$ cat config.mk
export PLATFORM = sky130hd
export DESIGN_NAME = lane_judge
export DESIGN_NICKNAME = d
export VERILOG_FILES = /design/src/rtl/lane_judge.sv
export SDC_FILE = /design/constraint.sdc
export NUM_CORES = 1
export LEC_CHECK = 0
export CORE_MARGIN = 2
export CORE_UTILIZATION = 45
export DETAILED_ROUTE_END_ITERATION = 10
export PLACE_DENSITY = 0.82
export SYNTH_ARGS = -nofsm -noshare
export SYNTH_HDL_FRONTEND = slang
export SYNTH_SLANG_ARGS = --single-unit
$ cat constraint.sdc
create_clock -name Clk -period 15.31 [get_ports Clk]
set_input_delay 2.2965 -clock Clk [delete_from_list [all_inputs] [get_ports Clk]]
set_output_delay 2.2965 -clock Clk [all_outputs]
set_load 0.02 [all_outputs]
$ cat src/rtl/lane_judge.sv
// lane_judge: chart follower and hit judge for one rhythm-game lane.
// Walks the note chart ROM one head entry at a time, times key presses and
// releases against the song clock, and keeps this lane's combo and score.
//
// state     | meaning
// ----------+------------------------------------------------------------
// IDLE      | after reset; nothing is judged, addr parked at 0
// WAIT_NOTE | head is a tap, hold start or orphan end; wait for press/timeout
// HOLDING   | hold start was hit and the key is down; head is the hold end
// DONE      | chart exhausted; outputs frozen until start

module lane_judge #(
    parameter int CHART_LEN   = 126,
    parameter int PERFECT_WIN = 3,
    parameter int GOOD_WIN    = 7,
    parameter int PERFECT_PTS = 3,
    parameter int GOOD_PTS    = 1
) (
    input  logic        Clk,
    input  logic        Reset,
    input  logic        start,
    input  logic [13:0] song_time,
    input  logic        key_pressed,
    input  logic [15:0] key_1,
    input  logic [15:0] key_2,
    output logic [7:0]  addr,
    output logic        judge_valid,
    output logic [1:0]  judge_code,
    output logic        hold_active,
    output logic [9:0]  combo,
    output logic [15:0] score,
    output logic        done
);

    typedef enum logic [1:0] {IDLE, WAIT_NOTE, HOLDING, DONE} state_t;

    localparam logic [1:0] TYPE_HOLD_START = 2'b01;
    localparam logic [1:0] TYPE_HOLD_END   = 2'b10;

    localparam logic [1:0] CODE_NONE    = 2'b00;
    localparam logic [1:0] CODE_PERFECT = 2'b01;
    localparam logic [1:0] CODE_GOOD    = 2'b10;
    localparam logic [1:0] CODE_MISS    = 2'b11;

    localparam logic signed [14:0] PW_POS = 15'(PERFECT_WIN);
    localparam logic signed [14:0] PW_NEG = 15'(-PERFECT_WIN);
    localparam logic signed [14:0] GW_POS = 15'(GOOD_WIN);
    localparam logic signed [14:0] GW_NEG = 15'(-GOOD_WIN);

    localparam logic [8:0]  LEN9        = 9'(CHART_LEN);
    localparam logic [16:0] PERFECT_ADD = 17'(PERFECT_PTS);
    localparam logic [16:0] GOOD_ADD    = 17'(GOOD_PTS);

    state_t state;
    state_t state_nxt;

    logic              key_q;
    logic              press;
    logic              release_evt;
    logic signed [14:0] delta;
    logic [1:0]        head_type;
    logic              too_late;
    logic              too_early;
    logic              in_perfect;
    logic [1:0]        hit_code;
    logic              exhausted;

    logic [1:0]  ev;
    logic [7:0]  addr_nxt;
    logic        valid_nxt;
    logic [1:0]  code_nxt;
    logic        hold_nxt;
    logic [9:0]  combo_nxt;
    logic [15:0] score_nxt;
    logic [16:0] score_sum;
    logic        done_nxt;

    // The look-ahead entry is carried on the port for a future pre-fetch path only.
    logic unused_key_2;
    assign unused_key_2 = ^key_2;

    assign press       = key_pressed & ~key_q;
    assign release_evt = ~key_pressed & key_q;

    // Both operands are zero-extended, so the 15-bit difference is exact in two's complement.
    assign delta     = {1'b0, song_time} - {1'b0, key_1[13:0]};
    assign head_type = key_1[15:14];

    assign too_late   = delta > GW_POS;
    assign too_early  = delta < GW_NEG;
    assign in_perfect = (delta >= PW_NEG) && (delta <= PW_POS);
    assign hit_code   = in_perfect ? CODE_PERFECT : CODE_GOOD;
    assign exhausted  = {1'b0, addr} >= LEN9;

    // Next-state, judgment and scoring; start overrides everything decided above it
    always_comb begin
        state_nxt = state;
        addr_nxt  = addr;
        valid_nxt = 1'b0;
        code_nxt  = judge_code;
        hold_nxt  = hold_active;
        combo_nxt = combo;
        score_nxt = score;
        done_nxt  = done;
        score_sum = {1'b0, score};
        ev        = CODE_NONE;

        case (state)
            IDLE: begin
            end
            WAIT_NOTE: begin
                if (exhausted) begin
                    state_nxt = DONE;
                    done_nxt  = 1'b1;
                end else if (head_type == TYPE_HOLD_END) begin
                    ev = CODE_MISS;
                end else if (too_late) begin
                    ev = CODE_MISS;
                end else if (press && !too_early) begin
                    ev = hit_code;
                    if (head_type == TYPE_HOLD_START) begin
                        state_nxt = HOLDING;
                        hold_nxt  = 1'b1;
                    end
                end
            end
            HOLDING: begin
                if (head_type != TYPE_HOLD_END) begin
                    state_nxt = WAIT_NOTE;
                    hold_nxt  = 1'b0;
                end else if (release_evt) begin
                    state_nxt = WAIT_NOTE;
                    hold_nxt  = 1'b0;
                    ev        = (too_early || too_late) ? CODE_MISS : hit_code;
                end else if (key_pressed && !delta[14]) begin
                    state_nxt = WAIT_NOTE;
                    hold_nxt  = 1'b0;
                    ev        = CODE_PERFECT;
                end
            end
            DONE: begin
            end
            default: begin
                state_nxt = IDLE;
            end
        endcase

        if (ev != CODE_NONE) begin
            valid_nxt = 1'b1;
            code_nxt  = ev;
            addr_nxt  = addr + 8'd1;
            if (ev == CODE_MISS) begin
                combo_nxt = '0;
            end else begin
                combo_nxt = (combo == 10'h3FF) ? combo : combo + 10'd1;
                score_sum = {1'b0, score} + ((ev == CODE_PERFECT) ? PERFECT_ADD : GOOD_ADD);
                score_nxt = score_sum[16] ? 16'hFFFF : score_sum[15:0];
            end
        end

        if (start) begin
            state_nxt = WAIT_NOTE;
            addr_nxt  = '0;
            valid_nxt = 1'b0;
            hold_nxt  = 1'b0;
            combo_nxt = '0;
            score_nxt = '0;
            done_nxt  = 1'b0;
        end
    end

    // State register, key history and registered outputs
    always_ff @(posedge Clk) begin
        if (Reset) begin
            state       <= IDLE;
            key_q       <= 1'b0;
            addr        <= '0;
            judge_valid <= 1'b0;
            judge_code  <= '0;
            hold_active <= 1'b0;
            combo       <= '0;
            score       <= '0;
            done        <= 1'b0;
        end else begin
            state       <= state_nxt;
            key_q       <= key_pressed;
            addr        <= addr_nxt;
            judge_valid <= valid_nxt;
            judge_code  <= code_nxt;
            hold_active <= hold_nxt;
            combo       <= combo_nxt;
            score       <= score_nxt;
            done        <= done_nxt;
        end
    end

endmodule
==> qor.csv <==
stage,metric,value,unit
final_layout,final_area,4110,µm²
logic_synthesis,synth_mux_area_frac,0.0131,
critical_path,path_cells,clkdlybuf4s50_1 -> inv_1 -> ha_1 -> nor2b_1 -> o2111ai_1 -> a2111oi_2 -> nor3_1 -> a211o_1 -> o2111a_2 -> a32oi_2 -> or4b_1 -> o21ai_2 -> inv_1 -> ha_1 -> ha_1 -> a21oi_1 -> nor3b_1 -> nand4_1 -> nor2_1 -> nand3_1 -> nor2_1 -> a211oi_1,
detailed_routing,drt_iter0_drc,176,
critical_path,critPathCaptureType,register,
place,dp_slack,7720,ps
global_route,grt_max_degree,27,
timing,grt_setup_unrepaired,no,
critical_path,crit_top_cell,ha_1,
die,die_h,88.9,µm
logic_synthesis,yosysSeqAreaShare,0.259,
logic_synthesis,synth_compound_area_frac,0.244,
logic_synthesis,ys.flop_type,dfxtp_1,
place,port-buffer-count,72,
clock_tree,postCtsSetupBuffers,0,
clock_tree,cts_tree,built,
place,placed_area,4030,µm²
timing,min_period,7350,ps
timing,drv_slew,0,
final_layout,final-seq-area,841,µm²
critical_path,path_max_fanout,5,
place,place_hpwl,6150,µm
die,rows,30,
logic_synthesis,synth_warnings,0,
logic_synthesis,yosysTopAreaCell,dfxtp_1,
timing,setup_ws,7960,ps
clock_tree,cts_resized,0,
logic_synthesis,synth_xor_area_frac,0.0675,
clock_tree,cts_hold_buffers,0,
critical_path,r2r-start,addr[0]$_SDFFE_PP0P_,
logic_synthesis,synthCells,415,
timing,max_slew_margin,0.321,
logic_synthesis,netlist_area,3240,µm²
final_layout,num_antenna_cells,0,
timing,timing_hold_violations_final,0,
hold_path,hold_path.startpoint,hold_active$_SDFFE_PP0P_,
critical_path,slowest_stage,a2111oi_2,
logic_synthesis,syn-num-nets,490,
critical_path,slowest_delay,570,ps
die,core_area,6870,µm²
global_route,antenna_found_initial,0,
logic_synthesis,synth_common_cells,"42 x dfxtp_1, 38 x nor2_1, 36 x a21oi_1",
timing,finalCritPeriodShare,0.480,
clock_tree,clockRootBuffer,clkbuf_8,
run_status,outcome,finished clean,
place,gp_congestion,0.862,
detailed_routing,firstDrtPassIters,5,
detailed_routing,wire_per_inst,13.7,µm
die,ioPinCount,89,
final_layout,fillers,635,
timing,fmax,136,MHz
final_layout,fin_nets,560,
detailed_routing,drt_wl_total,7950,µm
timing,setup_viol,0,
detailed_routing,drtAntennaViolNets,0,
critical_path,crit_start,key_1[1],
logic_synthesis,synth_simple_gate_area_frac,0.259,
detailed_routing,vias_per_cell,5.55,
logic_synthesis,async_flop_share,0,
die,die_x,88.9,µm
detailed_routing,drc_errors,0,
critical_path,worstPathRequired,15480,ps
detailed_routing,vias,3228,
critical_path,reg2reg_slack,11400,ps
flow_run,cap_viol_max_count,0,
clock_tree,path_clk_slew,80,ps
critical_path,cp.arrival,7520,ps
logic_synthesis,yosysMostFrequentCell,dfxtp_1,
hold_path,hold_path.class,reg2reg,
logic_synthesis,synth_top_family_by_area,simple AND/OR/NAND/NOR gates,
clock_tree,cts.sinks,42,
timing,worst_slew_pin_slew,1010,ps
logic_synthesis,syn_avg_cell_area,7.82,µm²
global_route,grt_pass1_vias,3202,
clock_tree,h-tree-depth,2,
final_layout,multi_input_area,2220,µm²
final_layout,drive_gt1_frac,0.0556,
timing,fin_setup_tns,0,ps
pwr,irDropWorstVdd,0.0521,mV
global_route,track_usage,0.205,
logic_synthesis,yosys_register_bits,42,
logic_synthesis,synthAdderAreaFrac,0.101,
pwr,p_leak,1.57,nW
die,die_area,7900,µm²
clock_tree,clk_latency,300,ps
pwr,powerDensity,64.7,nW/µm²
clock_tree,clock_path_buffers,2,
final_layout,area.growth.synth_to_final,26.7,%
logic_synthesis,synth_area_leaders,"dfxtp_1 26%, ha_1 8.9%, a21oi_1 5.6%",
logic_synthesis,synth_edf_count,0,
logic_synthesis,yosysUniqueCellTypes,65,
logic_synthesis,synth_top_area_frac,0.259,
clock_tree,cts_buffers,5,
timing,finClkSkew,12.3,ps
global_route,grt_first_pass_wirelength,13300,µm
global_route,grt-ovfl-total,0,
critical_path,worstSetupPathType,in2reg,
die,initial_core_util,0.472,
critical_path,cp-start-kind,input pin,
-- cells in the final DEF, fill, tap and decap left out, drive strengths merged, types with 8 or more instances in the layout --
cell           count
and3               8
a21oi             37
xor2              15
nand2             31
o21a               8
nor2b             11
xnor2             10
ha                23
o21ai             22
nand4              9
dfxtp             42
inv               33
nand3             25
nor3              11
nor2              38
clkdlybuf4s50     72
-- registers in the layout, indices dropped and copies added, names as in the netlist --
signal and flops:
key_q 1, done 1, score 16, combo 10
hold_active 1, addr 8, judge_valid 1, state 2
judge_code 2
-- worst max-delay path: cells and delay by family --
family / cells / cell delay [ps]
adder cells (fa/ha/maj): 3 / 780
AO/OA/AOI/OAI: 8 / 1800
buffers and inverters: 3 / 590
AND/OR/NAND/NOR: 8 / 2010
-- stage by stage --
| step | power [mW] | hold slack (ps) | utilization | cells |
|---|---|---|---|---|
| floorplan | 0.174 | 464 | - | 415 |
| global placement | 0.194 | 457 | 0.586 | 574 |
| detailed placement | 0.196 | 469 | 0.586 | 574 |
| CTS | 0.267 | 480 | 0.599 | 582 |
| global route | 0.280 | 497 | 0.599 | 582 |
| finish | 0.266 | 475 | 0.599 | 582 |
-- power by group --
group	total [mW]	internal [mW]	switching, mW
Combinational	0.0821	0.0358	0.0463
Clock	0.0710	0.0322	0.0388
Sequential	0.113	0.111	0.00163
-- layer usage --
metal	track usage	up-vias	share of wire	wire length, µm
li1	-	1637	-	-
met1	0.247	1487	0.45	3560
met2	0.375	85	0.50	3960
met3	0.0314	19	0.036	284
met4	0.0565	0	0.019	153
met5	0	-	0	0
-- kinds of logic (layout without fill, tap and decap cells) --
kind of cell,count (synthesis),in the layout
and+or+nand+nor,163,163
xor gates and xnor gates,25,25
AOI/OAI and AO/OA,114,114
muxes,4,4
buffers and inverters,42,113
adders and majority gates,25,25
DFF,42,42
-- cell type report --
| cell class | count | area share |
|---|---|---|
| clock buffer | 6 | 0.0177 |
| clock inverter | 2 | 0.00335 |
| inverter | 33 | 0.0301 |
| multi-input combinational | 331 | 0.540 |
| sequential | 42 | 0.205 |
| tap | 96 | 0.0292 |
| timing repair buffer | 72 | 0.175 |
-- final timing paths --
check / to / cells after the start
hold reg to reg: hold_active$_SDFFE_PP0P_ / 2
setup reg to reg: score[15]$_SDFFE_PP0P_ / 17
setup / recovery: score[15]$_SDFFE_PP0P_ / 22
hold / removal: hold_active$_SDFFE_PP0P_ / 2
No activity file was read; power rests on OpenSTA's default activity.
